==> src/rtl/pe_array_wbuf_rd_sched.sv <==
// Weight-buffer read scheduler for the weight-stationary PE array: walks N addresses x P passes,
// then drains the array pipeline so every request's partial sum has left the last row before done.
module pe_array_wbuf_rd_sched #(
   parameter int WBUF_READ_ADDR_WIDTH = 8,
   parameter int LOOP_CNT_WIDTH       = 8,
   parameter int ARRAY_M              = 32,
   parameter int WBUF_READ_LATENCY_B  = 1
) (
   input  logic                            clk,
   input  logic                            reset,
   input  logic                            start,
   input  logic [WBUF_READ_ADDR_WIDTH-1:0] cfg_base_addr,
   input  logic [WBUF_READ_ADDR_WIDTH-1:0] cfg_num_addr,
   input  logic [LOOP_CNT_WIDTH-1:0]       cfg_num_pass,
   input  logic                            stall,
   output logic                            busy,
   output logic                            done,
   output logic                            read_req_w_mem,
   output logic [WBUF_READ_ADDR_WIDTH-1:0] r_addr_w_mem,
   output logic                            act_valid,
   output logic                            out_valid
);

   localparam int AW = WBUF_READ_ADDR_WIDTH;
   localparam int LW = LOOP_CNT_WIDTH;
   localparam int D  = WBUF_READ_LATENCY_B + ARRAY_M;
   localparam int DW = $clog2(D + 1);

   localparam logic [1:0] S_IDLE  = 2'd0;
   localparam logic [1:0] S_RUN   = 2'd1;
   localparam logic [1:0] S_DRAIN = 2'd2;
   localparam logic [1:0] S_DONE  = 2'd3;

   localparam logic [AW-1:0] A_ONE = AW'(1);
   localparam logic [LW-1:0] L_ONE = LW'(1);
   localparam logic [DW-1:0] D_ONE = DW'(1);
   localparam logic [DW-1:0] D_END = DW'(D - 1);

   logic [1:0]    state;
   logic [AW-1:0] base_r;
   logic [AW-1:0] num_addr_r;
   logic [LW-1:0] num_pass_r;
   logic [AW-1:0] addr_cnt;
   logic [LW-1:0] pass_cnt;
   logic [DW-1:0] drain_cnt;
   logic [D-1:0]  vline;

   logic issue;
   logic last_addr;
   logic last_pass;

   assign issue     = (state == S_RUN) && !stall;
   assign last_addr = (addr_cnt == num_addr_r - A_ONE);
   assign last_pass = (pass_cnt == num_pass_r - L_ONE);

   assign busy           = (state != S_IDLE);
   assign done           = (state == S_DONE);
   assign read_req_w_mem = issue;
   // Counters hold during stall, so the address holds with them.
   assign r_addr_w_mem   = base_r + addr_cnt;
   assign act_valid      = vline[WBUF_READ_LATENCY_B-1];
   assign out_valid      = vline[D-1];

   always_ff @(posedge clk) begin
      if (reset) begin
         state      <= S_IDLE;
         base_r     <= '0;
         num_addr_r <= '0;
         num_pass_r <= '0;
         addr_cnt   <= '0;
         pass_cnt   <= '0;
         drain_cnt  <= '0;
      end else begin
         case (state)
            S_IDLE: begin
               if (start) begin
                  if ((cfg_num_addr != '0) && (cfg_num_pass != '0)) begin
                     base_r     <= cfg_base_addr;
                     num_addr_r <= cfg_num_addr;
                     num_pass_r <= cfg_num_pass;
                     addr_cnt   <= '0;
                     pass_cnt   <= '0;
                     state      <= S_RUN;
                  end else begin
                     state <= S_DONE;
                  end
               end
            end
            S_RUN: begin
               if (issue) begin
                  if (last_addr) begin
                     addr_cnt <= '0;
                     pass_cnt <= pass_cnt + L_ONE;
                     if (last_pass) begin
                        drain_cnt <= '0;
                        state     <= S_DRAIN;
                     end
                  end else begin
                     addr_cnt <= addr_cnt + A_ONE;
                  end
               end
            end
            S_DRAIN: begin
               // D cycles is exactly the depth of the valid line, so the last out_valid has fired.
               if (drain_cnt == D_END) begin
                  state <= S_DONE;
               end else begin
                  drain_cnt <= drain_cnt + D_ONE;
               end
            end
            default: begin
               state <= S_IDLE;
            end
         endcase
      end
   end

   always_ff @(posedge clk) begin
      if (reset) begin
         vline <= '0;
      end else begin
         vline <= {vline[D-2:0], read_req_w_mem};
      end
   end

endmodule

==> config.mk <==
export PLATFORM = sky130hd
export DESIGN_NAME = pe_array_wbuf_rd_sched
export DESIGN_NICKNAME = d
export VERILOG_FILES = /design/src/rtl/pe_array_wbuf_rd_sched.sv
export SDC_FILE = /design/constraint.sdc
export NUM_CORES = 1
export LEC_CHECK = 0
export BUFFER_PORTS_ARGS = -buffer_cell sky130_fd_sc_hd__buf_2
export CAP_MARGIN = 20
export CORE_ASPECT_RATIO = 1.2
export CORE_MARGIN = 2
export CORE_UTILIZATION = 32
export CTS_CLUSTER_DIAMETER = 80
export DETAILED_ROUTE_END_ITERATION = 16
export REMOVE_ABC_BUFFERS = 1
export SLEW_MARGIN = 20
export SYNTH_ARGS = -nofsm -noshare
export SYNTH_HDL_FRONTEND = slang
export SYNTH_SLANG_ARGS = --single-unit
==> constraint.sdc <==
create_clock -name clk -period 2.7 [get_ports clk]
set_input_delay 0.135 -clock clk [delete_from_list [all_inputs] [get_ports clk]]
set_output_delay 0.135 -clock clk [all_outputs]
set_load 0.03 [all_outputs]
-- Word-level counts from Yosys, hierarchy flattened
Index checks and enable logic that the tools add are counted.
W data, S select, Z words.
- bits in registers: 81
- bits of input ports: 28
- output and inout port bits: 13
- word-level logic and storage cells: 61
- $add $sub $neg: 6
- equality and inequality tests: 13
- mux-type cells: 20
- reductions and logical operators: 14
- operator list (cell ; number):
    $mux W8 ; 6
    $pmux W8 S2 ; 2
    $mux W6 ; 4
    $add A8 B1 Y8 const B ; 2
    $eq A8 B8 Y1 ; 2
    $reduce_bool A8 Y1 ; 2
    $sub A8 B1 Y8 const B ; 2
    $reduce_and A5 Y1 ; 3
    $ne A2 B2 Y1 const B ; 7
    $mux W2 ; 6
    $pmux W6 S2 ; 1
    $add A8 B8 Y8 ; 1
    $add A6 B1 Y6 const B ; 1
    $eq A6 B6 Y1 const B ; 1
    $pmux W2 S3 ; 1
    $reduce_bool A2 Y1 ; 3
    $eq A2 B2 Y1 const B ; 2
    $reduce_and A4 Y1 ; 1
    $reduce_and A3 Y1 ; 1
    $eq A2 B1 Y1 const B ; 1
    $logic_and A1 B1 Y1 ; 2
    $logic_not A2 Y1 ; 1
    $logic_not A1 Y1 ; 1

-- Depth between registers and ports, before layout
- word-level depth: 6
- depth in mapped cells: 10

-- Worst setup path before layout
Ideal clock, no wire load.
- path kind: register to register
- start: reg num_addr_r[0]
- end: reg drain_cnt[0]
- arrival: 2.531 ns
- required time: 2.626 ns
- path slack: 0.094 ns
- cell stages (with the launch flop): 10
- path buffers: 0
- clock period less this slack: 2.606 ns
- cell sequence: dfxtp_1 > inv_1 > ha_1 > o21ba_1 > a221oi_1 > a31oi_1 > or3_4 > o41a_4 > or4_1 > a31oi_1
- word-level cells in the longest chain between the ends: 4
- RTL lines (element ; RTL line ; RTL):
    start: declaration ; 41 ; logic [AW-1:0] num_addr_r;
    start signal: assignment ; 79 ; num_addr_r <= cfg_num_addr;
    $sub A8 B1 Y8 ; 53 ; assign last_addr = (addr_cnt == num_addr_r - A_ONE);
    $eq A8 B8 Y1 ; 53 ;
    $ne A2 B2 Y1 (no source line) ; - ;
    $reduce_and A5 Y1 (no source line) ; - ;
    end signal: assignment ; 108 ; drain_cnt <= drain_cnt + D_ONE;
    end: declaration ; 45 ; logic [DW-1:0] drain_cnt;
Every way passes these cells.
A chain may end at the register's enable or synchronous reset.

-- Final worst setup path
- start: reg num_addr_r[1]
- end: reg drain_cnt[2]
The elaborated chain is that of the path after synthesis.

==> impl_metrics.py <==
metrics = {
    "critical_path": {
        "worst_ep_required_time_ns": 2.97,
        "worst_r2r_path_depth": 9,
        "crit_path_max_fanout": 5,
        "crit_path_top_delay_cell": "o41a_4",
        "critical_path.cell_chain": "inv_2 -> ha_4 -> o21ba_1 -> a221oi_2 -> a31oi_1 -> or3_4 -> o41a_4 -> or4b_4 -> a21oi_2",
        "regToRegSetupSlack_ns": 0.04,
        "critPathCaptureType": "flip-flop",
        "start_kind": "flip-flop",
        "critical_path_class": "reg -> reg",
        "r2r_end": "drain_cnt[2]$_SDFFE_PP0P_",
        "critPathMaxStageDelay_ns": 0.51,
        "cp.arrival_ns": 2.93,
        "r2r_start": "num_addr_r[1]$_SDFFE_PP0P_",
    },
    "power_and_ir_drop": {
        "vdd_drop_max_mv": 0.325,
        "p_leak_nw": 1.97,
        "power.density_mw_per_mm2": 833,
    },
    "clock_network": {
        "cts_tree": "yes",
        "cts_root_buf": "clkbuf_16",
        "postCtsHoldBufs": 0,
        "htreeDepth": 3,
        "numCtsBuffers": 9,
        "clk_path_buf_depth": 2,
        "clock_latency_ns": 0.33,
        "clkSlewWorstSetupHoldPaths_ns": 0.06,
        "cts_sinks": 81,
    },
    "final_layout": {
        "drive_above_1_share_pct": 21.0,
        "final_cell_mix": "dfxtp_1 (78), nor2_1 (46), buf_2 (40)",
        "fin_area_mm2": 0.00466,
        "final_common_cell": "dfxtp_1",
        "final_nets": 509,
        "area_growth_pct": 23.6,
        "antenna_cells": 0,
    },
    "route": {
        "drc": 0,
        "met3_length_um": 258,
        "drt_iter0_markers": 74,
        "post_drt_wl_per_cell_um": 13.0,
        "ant_nets": 0,
        "via_count": 2998,
        "drt-total-wl_um": 8070,
        "dr_wl_met2_um": 4030,
        "drt-met1-wl_um": 3640,
        "viasPerCell": 4.81,
        "first_pass_iters": 4,
        "top_layer": "met4",
    },
    "sta": {
        "finalCritPeriodShare_pct": 98.7,
        "hold_violations": 0,
        "finalSetupViolations": 0,
        "slew_headroom_pct": 55.2,
        "fin_crit_ns": 2.66,
        "worst_pin_slew_ns": 0.673,
        "fin_tns_setup_ns": 0,
        "clock_skew_ns": 0.00637,
        "timing.final.ws_setup_ns": 0.0354,
        "slew_viol_final": 0,
        "rsz0062_at_grt": "true",
        "max_freq_mhz": 375,
    },
    "synthesis": {
        "synth_cell_types": 54,
        "synth-main-ff-cell": "dfxtp_1",
        "syn-cell-area_mm2": 0.00377,
        "async_flop_share_pct": 0,
        "syn_inst": 407,
        "seq_area_frac_synth_pct": 43.0,
        "yosysWarnings": 0,
        "postSynthAreaPerCell_um2": 9.26,
        "ys_ff_latch": 81,
        "synth_enable_flop_cells": 0,
    },
    "floorplanning": {
        "start_util_pct": 32.7,
        "pin_count": 41,
        "die_w_um": 103,
        "fp-row-count": 43,
        "core_mm2": 0.0115,
        "fp.dieH_um": 123,
        "die_area_mm2": 0.0127,
    },
    "placement": {
        "routabilityCongestion": 0.725,
        "port_buffers": 40,
        "hpwl_um": 5870,
        "dpl_cell_area_mm2": 0.00423,
        "dp_worst_setup_slack_ns": 0.00831,
    },
    "min_path": {
        "whs_endpoint": "base_r[4]$_SDFFE_PP0P_",
        "min-delay-start": "cfg_base_addr[4]",
        "min_path_cells": 3,
        "hold_path.class": "in -> reg",
    },
    "global_routing": {
        "antenna_found_initial": 0,
        "grt_pass1_vias": 2998,
        "grt_pass1_wl_um": 13800,
        "grt_max_degree": 36,
        "grt-ovfl-total": 0,
        "grt_usage_pct": 14.0,
    },
    "run_status": {
        "outcome": "finished, final reports clean",
    },
    "run": {
        "drv_cap": 0,
    },
}
## power breakdown
part,switching [W],internal (W),total (W),leakage [nW]
combinational,0.000682,0.000522,0.00120,1.15
sequential,0.0000928,0.00129,0.00138,0.658
clock,0.000450,0.000847,0.00130,0.157
## logic make-up (layout without fill, tap and decap cells)
| group | Yosys count | count (layout) | share of synthesized area (%) |
|---|---|---|---|
| muxes | 25 | 25 | 6.64 |
| AOI/OAI and AO/OA | 59 | 60 | 10.5 |
| buffers and inverters | 35 | 93 | 3.88 |
| xor gates and xnor gates | 33 | 33 | 7.67 |
| and+or+nand+nor | 156 | 156 | 22.1 |
| DFF | 81 | 81 | 43.0 |
| adders and majority gates | 18 | 18 | 6.18 |
## worst max-delay path by stage
stage | startpoint | endpoint | slack, ns
4_1_cts | num_addr_r[0]$_SDFFE_PP0P_ | drain_cnt[3]$_SDFFE_PP0P_ | 0.007
5_1_grt | num_addr_r[0]$_SDFFE_PP0P_ | drain_cnt[2]$_SDFFE_PP0P_ | -0.06
6_report | num_addr_r[1]$_SDFFE_PP0P_ | drain_cnt[2]$_SDFFE_PP0P_ | 0.04
3_5_place_dp | num_addr_r[0]$_SDFFE_PP0P_ | drain_cnt[3]$_SDFFE_PP0P_ | 0.008
3_3_place_gp | num_addr_r[0]$_SDFFE_PP0P_ | drain_cnt[3]$_SDFFE_PP0P_ | 0.07
2_1_floorplan | state[0]$_SDFFE_PP0P_ | pass_cnt[7]$_SDFFE_PP0P_ | -0.69
## layer usage
layer	global-route usage, %	up-vias
met5	0	-
met4	5.59	0
met3	3.53	10
met2	23.5	38
met1	16.9	1426
li1	-	1524
## synthesized netlist by cell type (all sizes together), types with 2 or more instances
library cell / number / area share, %
nand3: 9 / 1.2
nor4: 6 / 1.0
or4: 5 / 1.0
o32ai: 2 / 0.46
xor2: 14 / 3.3
o21ai: 12 / 1.6
nor2: 47 / 4.7
a21oi: 18 / 2.4
o31ai: 2 / 0.40
clkbuf: 10 / 1.0
nand2: 17 / 1.7
nor3b: 2 / 0.53
dfxtp: 81 / 43
nor2b: 35 / 5.8
a221oi: 2 / 0.46
or3: 5 / 0.96
o21bai: 3 / 0.60
nand2b: 3 / 0.50
xnor2: 19 / 4.4
a31oi: 4 / 0.66
buf: 5 / 0.90
a21o: 3 / 0.60
nand3b: 3 / 0.60
ha: 17 / 5.6
nand4: 8 / 1.3
nand4b: 2 / 0.46
nor3: 7 / 0.93
mux2i: 25 / 6.6
inv: 20 / 2.0
## repair_timing
| action | in CTS | in global routing |
|---|---|---|
| gates resized for setup | 1 | 22 |
| cloned | 0 | 1 |
| setup buffers | 1 | 0 |
| pin swaps | 0 | 15 |
| endpoints found under the setup margin | 3 | 8 |
## critical path, delay by kind of cell (launching register included)
family / cells / cell delay, ns
fa+ha+maj: 1 / 0.16
buf+inv: 1 / 0.04
simple gates: 2 / 0.92
compound gates: 5 / 1.14
flops: 1 / 0.33
## state kept, by name (all words and copies together) (netlist names)
name / count
vline: 33
pass_cnt: 8
addr_cnt: 8
num_addr_r: 8
state: 2
drain_cnt: 6
num_pass_r: 8
base_r: 8
## through the flow
step / hold WS [ns] / power [W] / instances / util, %
2_1_floorplan: 0.204 / 0.00218 / 392 / -
3_3_place_gp: 0.365 / 0.00247 / 607 / 36.7
3_5_place_dp: 0.380 / 0.00251 / 607 / 36.7
4_1_cts: 0.0297 / 0.00383 / 622 / 39.6
5_1_grt: 0.0410 / 0.00410 / 623 / 40.5
6_report: 0.0367 / 0.00388 / 623 / 40.5
## area by class of cell
| class | count | area, um2 |
|---|---|---|
| Fill cell | 1174 | 6850 |
| Multi-Input combinational cell | 292 | 2100 |
| Sequential cell | 81 | 1630 |
| Timing Repair Buffer | 59 | 343 |
| Clock buffer | 11 | 253 |
| Tap cell | 157 | 196 |
| Inverter | 20 | 75.1 |
| Clock inverter | 3 | 65.1 |
No activity file was read; power rests on OpenSTA's default activity.
